[config.mk]
export PLATFORM = sky130hd
export DESIGN_NAME = hbm_val_rd_arbiter
export DESIGN_NICKNAME = d
export VERILOG_FILES = /design/src/rtl/spmv_pkg.sv /design/src/rtl/hbm_val_order_fifo.sv /design/src/rtl/hbm_val_rd_arbiter.sv
export SDC_FILE = /design/constraint.sdc
export NUM_CORES = 1
export LEC_CHECK = 0
export CAP_MARGIN = 5
export CORE_AREA = 2 2 326 328
export DETAILED_ROUTE_END_ITERATION = 7
export DIE_AREA = 0 0 328 330
export DONT_BUFFER_PORTS = 1
export PLACE_DENSITY_LB_ADDON = 0.1
export SLEW_MARGIN = 20
export SYNTH_ARGS = -nofsm -noshare
export SYNTH_HDL_FRONTEND = slang
export SYNTH_SLANG_ARGS = --single-unit
[constraint.sdc]
create_clock -name axis_clk -period 5.1 [get_ports axis_clk]
set_input_delay 1.53 -clock axis_clk [delete_from_list [all_inputs] [get_ports axis_clk]]
set_output_delay 1.53 -clock axis_clk [all_outputs]
set_load 0.02 [all_outputs]
[src/rtl/spmv_pkg.sv]
// Shared SpMV constants and types: HBM channel widths, AXI encodings and the
// read-arbiter FSM state type.
package spmv_pkg;

  localparam int unsigned HBM_ADDR_W = 48;
  localparam int unsigned HBM_DATA_W = 256;

  localparam logic [1:0] BURST_INCR = 2'b01;
  localparam logic [1:0] RESP_OKAY  = 2'b00;

  typedef enum logic {IDLE, HOLD} arb_state_t;

endpackage

[src/rtl/hbm_val_order_fifo.sv]
// In-order record of which requester owns each outstanding HBM Val read burst.
// Depth MAX_OUTST (power of 2); the count spans 0..MAX_OUTST inclusive.
module hbm_val_order_fifo #(
  parameter int unsigned NUM_REQ   = 4,
  parameter int unsigned MAX_OUTST = 16
) (
  input  logic                                            clk,
  input  logic                                            rst,
  input  logic                                            push,
  input  logic [((NUM_REQ > 1) ? $clog2(NUM_REQ) : 1)-1:0] push_data,
  input  logic                                            pop,
  output logic                                            full,
  output logic                                            empty,
  output logic [((NUM_REQ > 1) ? $clog2(NUM_REQ) : 1)-1:0] head
);

  localparam int unsigned IDX_W = (NUM_REQ > 1) ? $clog2(NUM_REQ) : 1;
  localparam int unsigned PTR_W = $clog2(MAX_OUTST);

  logic [IDX_W-1:0] mem [MAX_OUTST];
  logic [PTR_W-1:0] rd_ptr;
  logic [PTR_W-1:0] wr_ptr;
  logic [PTR_W:0]   count;
  logic             do_push;
  logic             do_pop;

  assign full    = (count == (PTR_W+1)'(MAX_OUTST));
  assign empty   = (count == '0);
  assign head    = mem[rd_ptr];
  assign do_push = push && !full;
  assign do_pop  = pop && !empty;

  always_ff @(posedge clk) begin
    if (do_push) mem[wr_ptr] <= push_data;
  end

  always_ff @(posedge clk) begin
    if (rst) begin
      rd_ptr <= '0;
      wr_ptr <= '0;
      count  <= '0;
    end else begin
      if (do_push) wr_ptr <= wr_ptr + 1'b1;
      if (do_pop)  rd_ptr <= rd_ptr + 1'b1;
      if (do_push && !do_pop)      count <= count + 1'b1;
      else if (do_pop && !do_push) count <= count - 1'b1;
    end
  end

endmodule

[src/rtl/hbm_val_rd_arbiter.sv]
// Round-robin sharing of the HBM Val AXI4 read channel among NUM_REQ kernels.
// Optional VAL_ARB_PERF_EN adds per-requester grant counters and a stall counter.
module hbm_val_rd_arbiter
  import spmv_pkg::*;
#(
  parameter int unsigned NUM_REQ   = 4,
  parameter int unsigned ADDR_W    = HBM_ADDR_W,
  parameter int unsigned DATA_W    = HBM_DATA_W,
  parameter int unsigned MAX_OUTST = 16
) (
  input  logic                      axis_clk,
  input  logic                      rst,
  input  logic [NUM_REQ*ADDR_W-1:0] s_araddr,
  input  logic [NUM_REQ*8-1:0]      s_arlen,
  input  logic [NUM_REQ*3-1:0]      s_arsize,
  input  logic [NUM_REQ*2-1:0]      s_arburst,
  input  logic [NUM_REQ-1:0]        s_arvalid,
  output logic [NUM_REQ-1:0]        s_arready,
  output logic [DATA_W-1:0]         s_rdata,
  output logic [1:0]                s_rresp,
  output logic                      s_rlast,
  output logic [NUM_REQ-1:0]        s_rvalid,
  input  logic [NUM_REQ-1:0]        s_rready,
  output logic [ADDR_W-1:0]         m_araddr,
  output logic [7:0]                m_arlen,
  output logic [2:0]                m_arsize,
  output logic [1:0]                m_arburst,
  output logic                      m_arvalid,
  input  logic                      m_arready,
  input  logic [DATA_W-1:0]         m_rdata,
  input  logic [1:0]                m_rresp,
  input  logic                      m_rlast,
  input  logic                      m_rvalid,
  output logic                      m_rready
`ifdef VAL_ARB_PERF_EN
  ,
  output logic [NUM_REQ*32-1:0]     perf_grant_cnt,
  output logic [31:0]               perf_stall_cnt
`endif
);

  localparam int unsigned IDX_W = (NUM_REQ > 1) ? $clog2(NUM_REQ) : 1;

  arb_state_t       state;
  logic [IDX_W-1:0] ptr;
  logic [IDX_W-1:0] last_win;
  logic [IDX_W-1:0] win_idx;
  logic             win_found;
  logic             grant;
  logic             fifo_full;
  logic             fifo_empty;
  logic [IDX_W-1:0] fifo_head;
  logic             rd_pop;
  int unsigned      cand;

  // First valid requester at or after ptr, wrapping modulo NUM_REQ.
  always_comb begin
    win_found = 1'b0;
    win_idx   = '0;
    cand      = 0;
    for (int unsigned k = 0; k < NUM_REQ; k++) begin
      cand = 32'(ptr) + k;
      if (cand >= NUM_REQ) cand = cand - NUM_REQ;
      if (!win_found && s_arvalid[IDX_W'(cand)]) begin
        win_found = 1'b1;
        win_idx   = IDX_W'(cand);
      end
    end
  end

  assign grant = (state == IDLE) && win_found && !fifo_full;

  always_comb begin
    s_arready = '0;
    if (grant) s_arready[win_idx] = 1'b1;
  end

  always_ff @(posedge axis_clk) begin
    if (rst) begin
      state     <= IDLE;
      ptr       <= '0;
      last_win  <= '0;
      m_arvalid <= 1'b0;
      m_araddr  <= '0;
      m_arlen   <= '0;
      m_arsize  <= '0;
      m_arburst <= '0;
    end else begin
      case (state)
        IDLE: begin
          if (grant) begin
            m_araddr  <= s_araddr[win_idx*ADDR_W +: ADDR_W];
            m_arlen   <= s_arlen[win_idx*8 +: 8];
            m_arsize  <= s_arsize[win_idx*3 +: 3];
            m_arburst <= s_arburst[win_idx*2 +: 2];
            m_arvalid <= 1'b1;
            last_win  <= win_idx;
            state     <= HOLD;
          end
        end
        HOLD: begin
          if (m_arready) begin
            m_arvalid <= 1'b0;
            ptr       <= (last_win == IDX_W'(NUM_REQ-1)) ? '0 : last_win + 1'b1;
            state     <= IDLE;
          end
        end
        default: state <= IDLE;
      endcase
    end
  end

  hbm_val_order_fifo #(
    .NUM_REQ   (NUM_REQ),
    .MAX_OUTST (MAX_OUTST)
  ) u_order_fifo (
    .clk       (axis_clk),
    .rst       (rst),
    .push      (grant),
    .push_data (win_idx),
    .pop       (rd_pop),
    .full      (fifo_full),
    .empty     (fifo_empty),
    .head      (fifo_head)
  );

  // R beats go only to the owner of the oldest outstanding burst.
  always_comb begin
    s_rvalid = '0;
    m_rready = 1'b0;
    if (!fifo_empty) begin
      s_rvalid[fifo_head] = m_rvalid;
      m_rready            = s_rready[fifo_head];
    end
  end

  assign rd_pop  = m_rvalid && m_rready && m_rlast;
  assign s_rdata = m_rdata;
  assign s_rresp = m_rresp;
  assign s_rlast = m_rlast;

`ifdef VAL_ARB_PERF_EN
  always_ff @(posedge axis_clk) begin
    if (rst) begin
      perf_grant_cnt <= '0;
      perf_stall_cnt <= '0;
    end else begin
      if (grant)
        perf_grant_cnt[win_idx*32 +: 32] <= perf_grant_cnt[win_idx*32 +: 32] + 32'd1;
      if (|s_arvalid && fifo_full)
        perf_stall_cnt <= perf_stall_cnt + 32'd1;
    end
  end
`endif

endmodule

==> out/metrics.yaml, run 1 <==
die_h_um: 330
gp_congestion: 0.6454
yosysWarnings: 0
finalNonFillerCells: 2006
rsz0062_at_grt: "false"
endpoint_kind: "output port"
reg2reg_depth: 14
post-cts-setup-buffer-count: 0
cts_max_path_buffers: 2
clock_latency_ps: 490
tightest_slew_ps: 995.1
synth.cell_area_um2: 8522
ys_dominant_reg_cell: "dfxtp_1"
grt_max_degree: 85
antenna_found_initial: 3
status: "completed"
clk_root_buffer_cell: "clkbuf_16"
layout.nets: 1125
drt-total-wl_um: 31720
dp_slack_ps: 692.9
overflow: 0
finalCritPeriodShare_pct: 92.25
clock.fmax_mhz: 212.6
final_common_cell: "mux2i_1"
r2r_slack_ps: 910
ys_seq_elements: 116
async_flop_share_pct: 0
die_w_um: 328
fillCellCount: 12160
cp-start-kind: "register"
drcViolationCount: 0
worst_ep_required_time_ps: 3570
syn2layout_area_growth_pct: 4.096
finalClockSkew_ps: 18.75
dp_hpwl_um: 23070
criticalPathCategory: "reg2out"
synth_edf_count: 32
syn_area_per_cell_um2: 9.728
cts_resized: 0
cts_tree: "built"
layout_common_cells: "127 x mux2i_1, 84 x dfxtp_1, 61 x mux2_2, 61 x nand3b_1, 51 x o21ai_1"
drv_cap: 0
wl_per_cell_um: 15.81
num_io_pins: 845
clk_pin_slew_ps: 70
via_per_inst: 2.518
power_density_nw_per_um2: 422.0
r2r_end: "u_order_fifo.count[4]"
synth_seq_area_share_pct: 31.01
fin_setup_tns_ps: 0
first_iter_violations: 171
hold_violations: 0
grt_pass1_wl_um: 43170
core-area_um2: 104700
maxSlewViolCount: 0
final-setup-viol-count: 0
numCtsBuffers: 17
hold_class: "reg2reg"
final_layout_size_suffix_gt1_share_pct: 20.10
drtAntennaViolNets: 0
rows: 119
total_leakage_power_nw: 3.182
cp_max_fo: 8
cp-endpoint: "m_rready"
post-route-min-period_ps: 4705
ir_drop_v: 0.0001393
grt_usage_pct: 5.841
place_inst: 1971
vias: 5052
setup_slack_ps: 395.4
cp_data_arrival_time_ps: 3170
dieArea_um2: 108200
synth_cell_types: 41
port_buffers: 0
synth_cells: 876
cts.sinks: 116
htree_levels: 4
synth_nets: 1402
maxSlewHeadroom_pct: 33.66
postCtsHoldBufs: 0
firstDrtPassIters: 4
initial_core_util_pct: 8.142
grt_pass1_vias: 5594
[cells in the mapped netlist (4+ instances only)]
master	n	area (µm²)
nor2_1	33	123.9
o21ai_1	51	255.2
buf_1	8	30.03
dfxtp_1	84	1682
nand3b_1	61	457.9
mux2i_1	127	1271
mux4_2	10	225.2
buf_4	260	1952
a21oi_1	16	80.08
mux2_2	61	686.9
nand2b_1	6	37.54
nand2_1	16	60.06
ha_1	10	125.1
xor2_1	4	35.03
o21ai_0	11	55.05
buf_2	8	40.04
edfxtp_1	32	960.9
clkbuf_1	31	116.4
xnor2_1	4	35.03
inv_1	5	18.77
nor3_1	8	40.04
[layout make-up]
class | count | area (µm²) | area share, %
inverter | 7 | 26.28 | 0.2962
multi-input combinational | 445 | 3739 | 42.14
antenna | 3 | 7.507 | 0.08463
sequential | 116 | 2643 | 29.79
tap | 1391 | 1740 | 19.62
timing repair buffer | 12 | 102.6 | 1.157
clock inverter | 14 | 173.9 | 1.961
clock buffer | 18 | 439.2 | 4.951
[report_power, final]
group | leakage [nW] | internal [mW] | switching, mW | total [mW]
clock | 0.301 | 0.786 | 0.572 | 1.36
combinational | 1.89 | 0.387 | 0.569 | 0.956
sequential | 0.987 | 1.12 | 0.309 | 1.43
total | 3.18 | 2.29 | 1.45 | 3.74
[state kept, by name, summed over array words and instances (netlist names), named ones only]
| register | count |
|---|---|
| m_araddr | 48 |
| u_order_fifo.mem | 32 |
| m_arlen | 8 |
| u_order_fifo.count | 5 |
| u_order_fifo.rd_ptr | 4 |
| u_order_fifo.wr_ptr | 4 |
| m_arsize | 3 |
| last_win | 2 |
| m_arburst | 2 |
| ptr | 2 |
| m_arvalid | 1 |
| state | 1 |
[metal layers]
metal | up-vias | GRT usage (%) | part of all wire, %
met5 | - | 0 | 0.032
met4 | 2 | 3.710 | 4.5
met3 | 98 | 3.063 | 11
met2 | 376 | 9.393 | 48
met1 | 2334 | 5.973 | 37
li1 | 2242 | - | -
[how the worst min path moves through the flow]
stage                           start                endpoint  slack (ps)  cells after the start
2_1_floorplan  u_order_fifo.rd_ptr[3]                register         450                      2
3_3_place_gp   u_order_fifo.rd_ptr[3]  u_order_fifo.rd_ptr[3]         500                      2
3_5_place_dp              last_win[1]             last_win[1]         490                      2
4_1_cts        u_order_fifo.rd_ptr[3]                register         500                      2
5_1_grt        u_order_fifo.rd_ptr[3]                register         530                      2
6_report       u_order_fifo.rd_ptr[3]                register         490                      2
[metrics by stage]
stage	util, %	hold slack (ps)	total power [mW]	area (µm²)
floorplan	-	452.9	2.380	8522
global placement	7.882	497.4	2.472	8250
detailed placement	7.882	491.5	2.461	8250
CTS	8.468	504.9	3.920	8864
global route	8.470	532.2	4.028	8866
finish	8.475	491.2	3.744	8871
[critical path: stages, from the launching register on]
cell	delay [ps]
dfxtp_1	610
mux4_2	590
mux4_2	580
mux2i_1	190
mux2_4	320
nor2_1	390
[kinds of logic (layout without fill, tap and decap cells)]
group	Yosys count	after routing	synth area share, %
muxes	201	201	26.06
adders and majority gates	11	11	1.703
AOI/OAI and AO/OA	86	86	5.271
xor gates and xnor gates	8	8	0.8221
DFF	116	116	31.01
other	0	3	0
and+or+nand+nor	139	139	9.602
buffers and inverters	315	51	25.53
No activity file was read; power rests on OpenSTA's default activity.
==> run 2: changes to the inputs <==
--- a/config.mk
+++ b/config.mk
@@ -11,7 +11,7 @@
 export DIE_AREA = 0 0 328 330
 export DONT_BUFFER_PORTS = 1
 export PLACE_DENSITY_LB_ADDON = 0.1
-export SLEW_MARGIN = 20
+export SLEW_MARGIN = 15
 export SYNTH_ARGS = -nofsm -noshare
 export SYNTH_HDL_FRONTEND = slang
 export SYNTH_SLANG_ARGS = --single-unit
==> results of run 2 <==
No change in the layout: final DEF, timing and power equal those of run 1.
==> run 3: changes to the inputs <==
--- a/config.mk
+++ b/config.mk
@@ -10,7 +10,6 @@
 export DETAILED_ROUTE_END_ITERATION = 7
 export DIE_AREA = 0 0 328 330
 export DONT_BUFFER_PORTS = 1
-export PLACE_DENSITY_LB_ADDON = 0.1
 export SLEW_MARGIN = 15
 export SYNTH_ARGS = -nofsm -noshare
 export SYNTH_HDL_FRONTEND = slang
==> out/metrics.yaml, run 3 (same netlist as run 1, synthesis figures left out) <==
status: "completed"  # unchanged
firstDrtPassIters: 5  # was 4
total_leakage_power_nw: 3.150  # was 3.182 nW
first_iter_violations: 204  # was 171
layout.nets: 1128  # was 1,125
initial_core_util_pct: 8.142  # unchanged
cp-start-kind: "register"  # unchanged
post-route-min-period_ps: 4466  # was 4705 ps
grt_max_degree: 110  # was 85
drtAntennaViolNets: 0  # unchanged
postCtsHoldBufs: 0  # unchanged
clk_pin_slew_ps: 50  # was 70 ps
htree_levels: 4  # unchanged
dieArea_um2: 108200  # unchanged
clock.fmax_mhz: 223.9  # was 212.6 MHz
vias: 5275  # was 5,052
grt_usage_pct: 5.773  # was 5.841%
switching_share_pct: 38.14  # was 38.72%
syn2layout_area_growth_pct: 3.582  # was 4.096%
finalCritPeriodShare_pct: 87.58  # was 92.25%
clock_latency_ps: 480  # was 490 ps
antenna_found_initial: 9  # was 3
overflow: 0  # unchanged
r2r_end: "u_order_fifo.count[4]"  # unchanged
die_w_um: 328  # unchanged
placed_area_um2: 8295  # was 8250 µm²
cp_max_fo: 8  # unchanged
maxSlewHeadroom_pct: 23.85  # was 33.66%
final_common_cell: "mux2i_1"  # unchanged
switching_power_mw: 1.325  # was 1.450 mW
power_density_nw_per_um2: 393.6  # was 422.0 nW/µm²
tightest_slew_ps: 1142  # was 995.1 ps
layout_common_cells: "127 x mux2i_1, 84 x dfxtp_1, 61 x mux2_2, 61 x nand3b_1, 51 x o21ai_1"  # unchanged
seqPwrFrac_pct: 41.9  # was 38.2%
clk_root_buffer_cell: "clkbuf_16"  # unchanged
numCtsBuffers: 17  # unchanged
ir_drop_v: 0.0001939  # was 0.0001393 V
p_clk_share_pct: 31.5  # was 36.3%
reg.largest.list: "m_araddr (48), u_order_fifo.mem (32), m_arlen (8)"  # unchanged
grt_pass1_wl_um: 42310  # was 43,170 µm
finalClockSkew_ps: 23.73  # was 18.75 ps
drv_cap: 0  # unchanged
final_area_um2: 8827  # was 8871 µm²
maxSlewViolCount: 0  # unchanged
rows: 119  # unchanged
cp-endpoint: "m_rready"  # unchanged
criticalPathCategory: "reg2out"  # unchanged
cts_resized: 0  # unchanged
fillCellCount: 12180  # was 12,160
wl_per_cell_um: 15.91  # was 15.81 µm
port_buffers: 0  # unchanged
num_io_pins: 845  # unchanged
via_per_inst: 2.620  # was 2.518
grt_pass1_vias: 5674  # was 5,594
hold_violations: 0  # unchanged
cp_data_arrival_time_ps: 2940  # was 3170 ps
drcViolationCount: 0  # unchanged
largest_register_ffs: 48  # unchanged
post-cts-setup-buffer-count: 0  # unchanged
p_int_mw: 2.149  # was 2.294 mW
fin_setup_tns_ps: 0  # unchanged
combPwrFrac_pct: 26.6  # was 25.5%
endpoint_kind: "output port"  # unchanged
cts_max_path_buffers: 2  # unchanged
core-area_um2: 104700  # unchanged
reg2reg_depth: 14  # unchanged
cts_tree: "built"  # unchanged
die_h_um: 330  # unchanged
hold_class: "reg2reg"  # unchanged
worst_ep_required_time_ps: 3570  # about the same
cts.sinks: 116  # unchanged
final-setup-viol-count: 0  # unchanged
top_register: "m_araddr"  # unchanged
dp_hpwl_um: 25720  # was 23,070 µm
r2r_slack_ps: 1090  # was 910 ps
drt-total-wl_um: 32030  # was 31,720 µm
gp_congestion: 0.8838  # was 0.6454
final_layout_size_suffix_gt1_share_pct: 20.16  # was 20.10%
rsz0062_at_grt: "false"  # unchanged
run 3: power by group through the flow:
| stage | sequential, mW | combinational [mW] | clock (mW) |
|---|---|---|---|
| floorplan | 1.37 | 1.01 | 0 |
| global placement | 1.48 | 0.923 | 0 |
| detailed placement | 1.48 | 0.937 | 0 |
| CTS | 1.47 | 0.943 | 1.16 |
| global route | 1.49 | 1.03 | 1.19 |
| finish | 1.46 | 0.924 | 1.10 |
run 3: through the flow:
| stage | worst slack [ps] | hold slack [ps] | total power [mW] | util (%) | instances |
|---|---|---|---|---|---|
| after detailed placement | 807.0 | 479.5 | 2.420 | 7.925 | 1974 |
| after CTS | 546.8 | 491.7 | 3.573 | 8.417 | 2006 |
| after floorplan | 266.7 | 452.9 | 2.380 | - | 876 |
| final | 633.7 | 488.7 | 3.475 | 8.433 | 2013 |
| after global placement | 776.3 | 470.8 | 2.407 | 7.925 | 1974 |
| after global routing | 463.1 | 523.5 | 3.701 | 8.431 | 2012 |
run 3: worst max-delay path, cell delays in order (launching register included):
cell	delay, ps
dfxtp_1	570
mux4_2	550
mux4_2	570
mux2i_1	170
mux2_4	300
nor2_1	310
run 3: layout make-up:
| class | instances | area (µm²) | share of cell area (%) |
|---|---|---|---|
| antenna | 7 | 17.52 | 0.1984 |
| inverter | 7 | 26.28 | 0.2977 |
| timing repair buffer | 15 | 137.6 | 1.559 |
| clock inverter | 11 | 63.81 | 0.7229 |
| sequential | 116 | 2643 | 29.94 |
| multi-input combinational | 445 | 3749 | 42.47 |
| clock buffer | 21 | 450.4 | 5.103 |
| tap | 1391 | 1740 | 19.72 |
run 3: how the worst min path moves through the flow:
stage / slack (ps) / end / startpoint / cells after the start
after floorplan: 450 / register / u_order_fifo.rd_ptr[3] / 2
after global placement: 470 / last_win[1] / last_win[1] / 2
after detailed placement: 480 / u_order_fifo.rd_ptr[3] / u_order_fifo.rd_ptr[3] / 2
after CTS: 490 / register / u_order_fifo.rd_ptr[3] / 2
after global routing: 520 / register / u_order_fifo.rd_ptr[3] / 2
final: 490 / register / u_order_fifo.rd_ptr[3] / 2
run 3: per-layer routing:
layer	wire, µm	GRT usage, %	share of wire (%)	vias up
met3	5604	4.696	17	130
met2	14130	8.673	44	554
met1	10100	5.018	32	2342
met5	0	0.04348	0	-
li1	-	-	-	2249
met4	2202	4.627	6.9	0
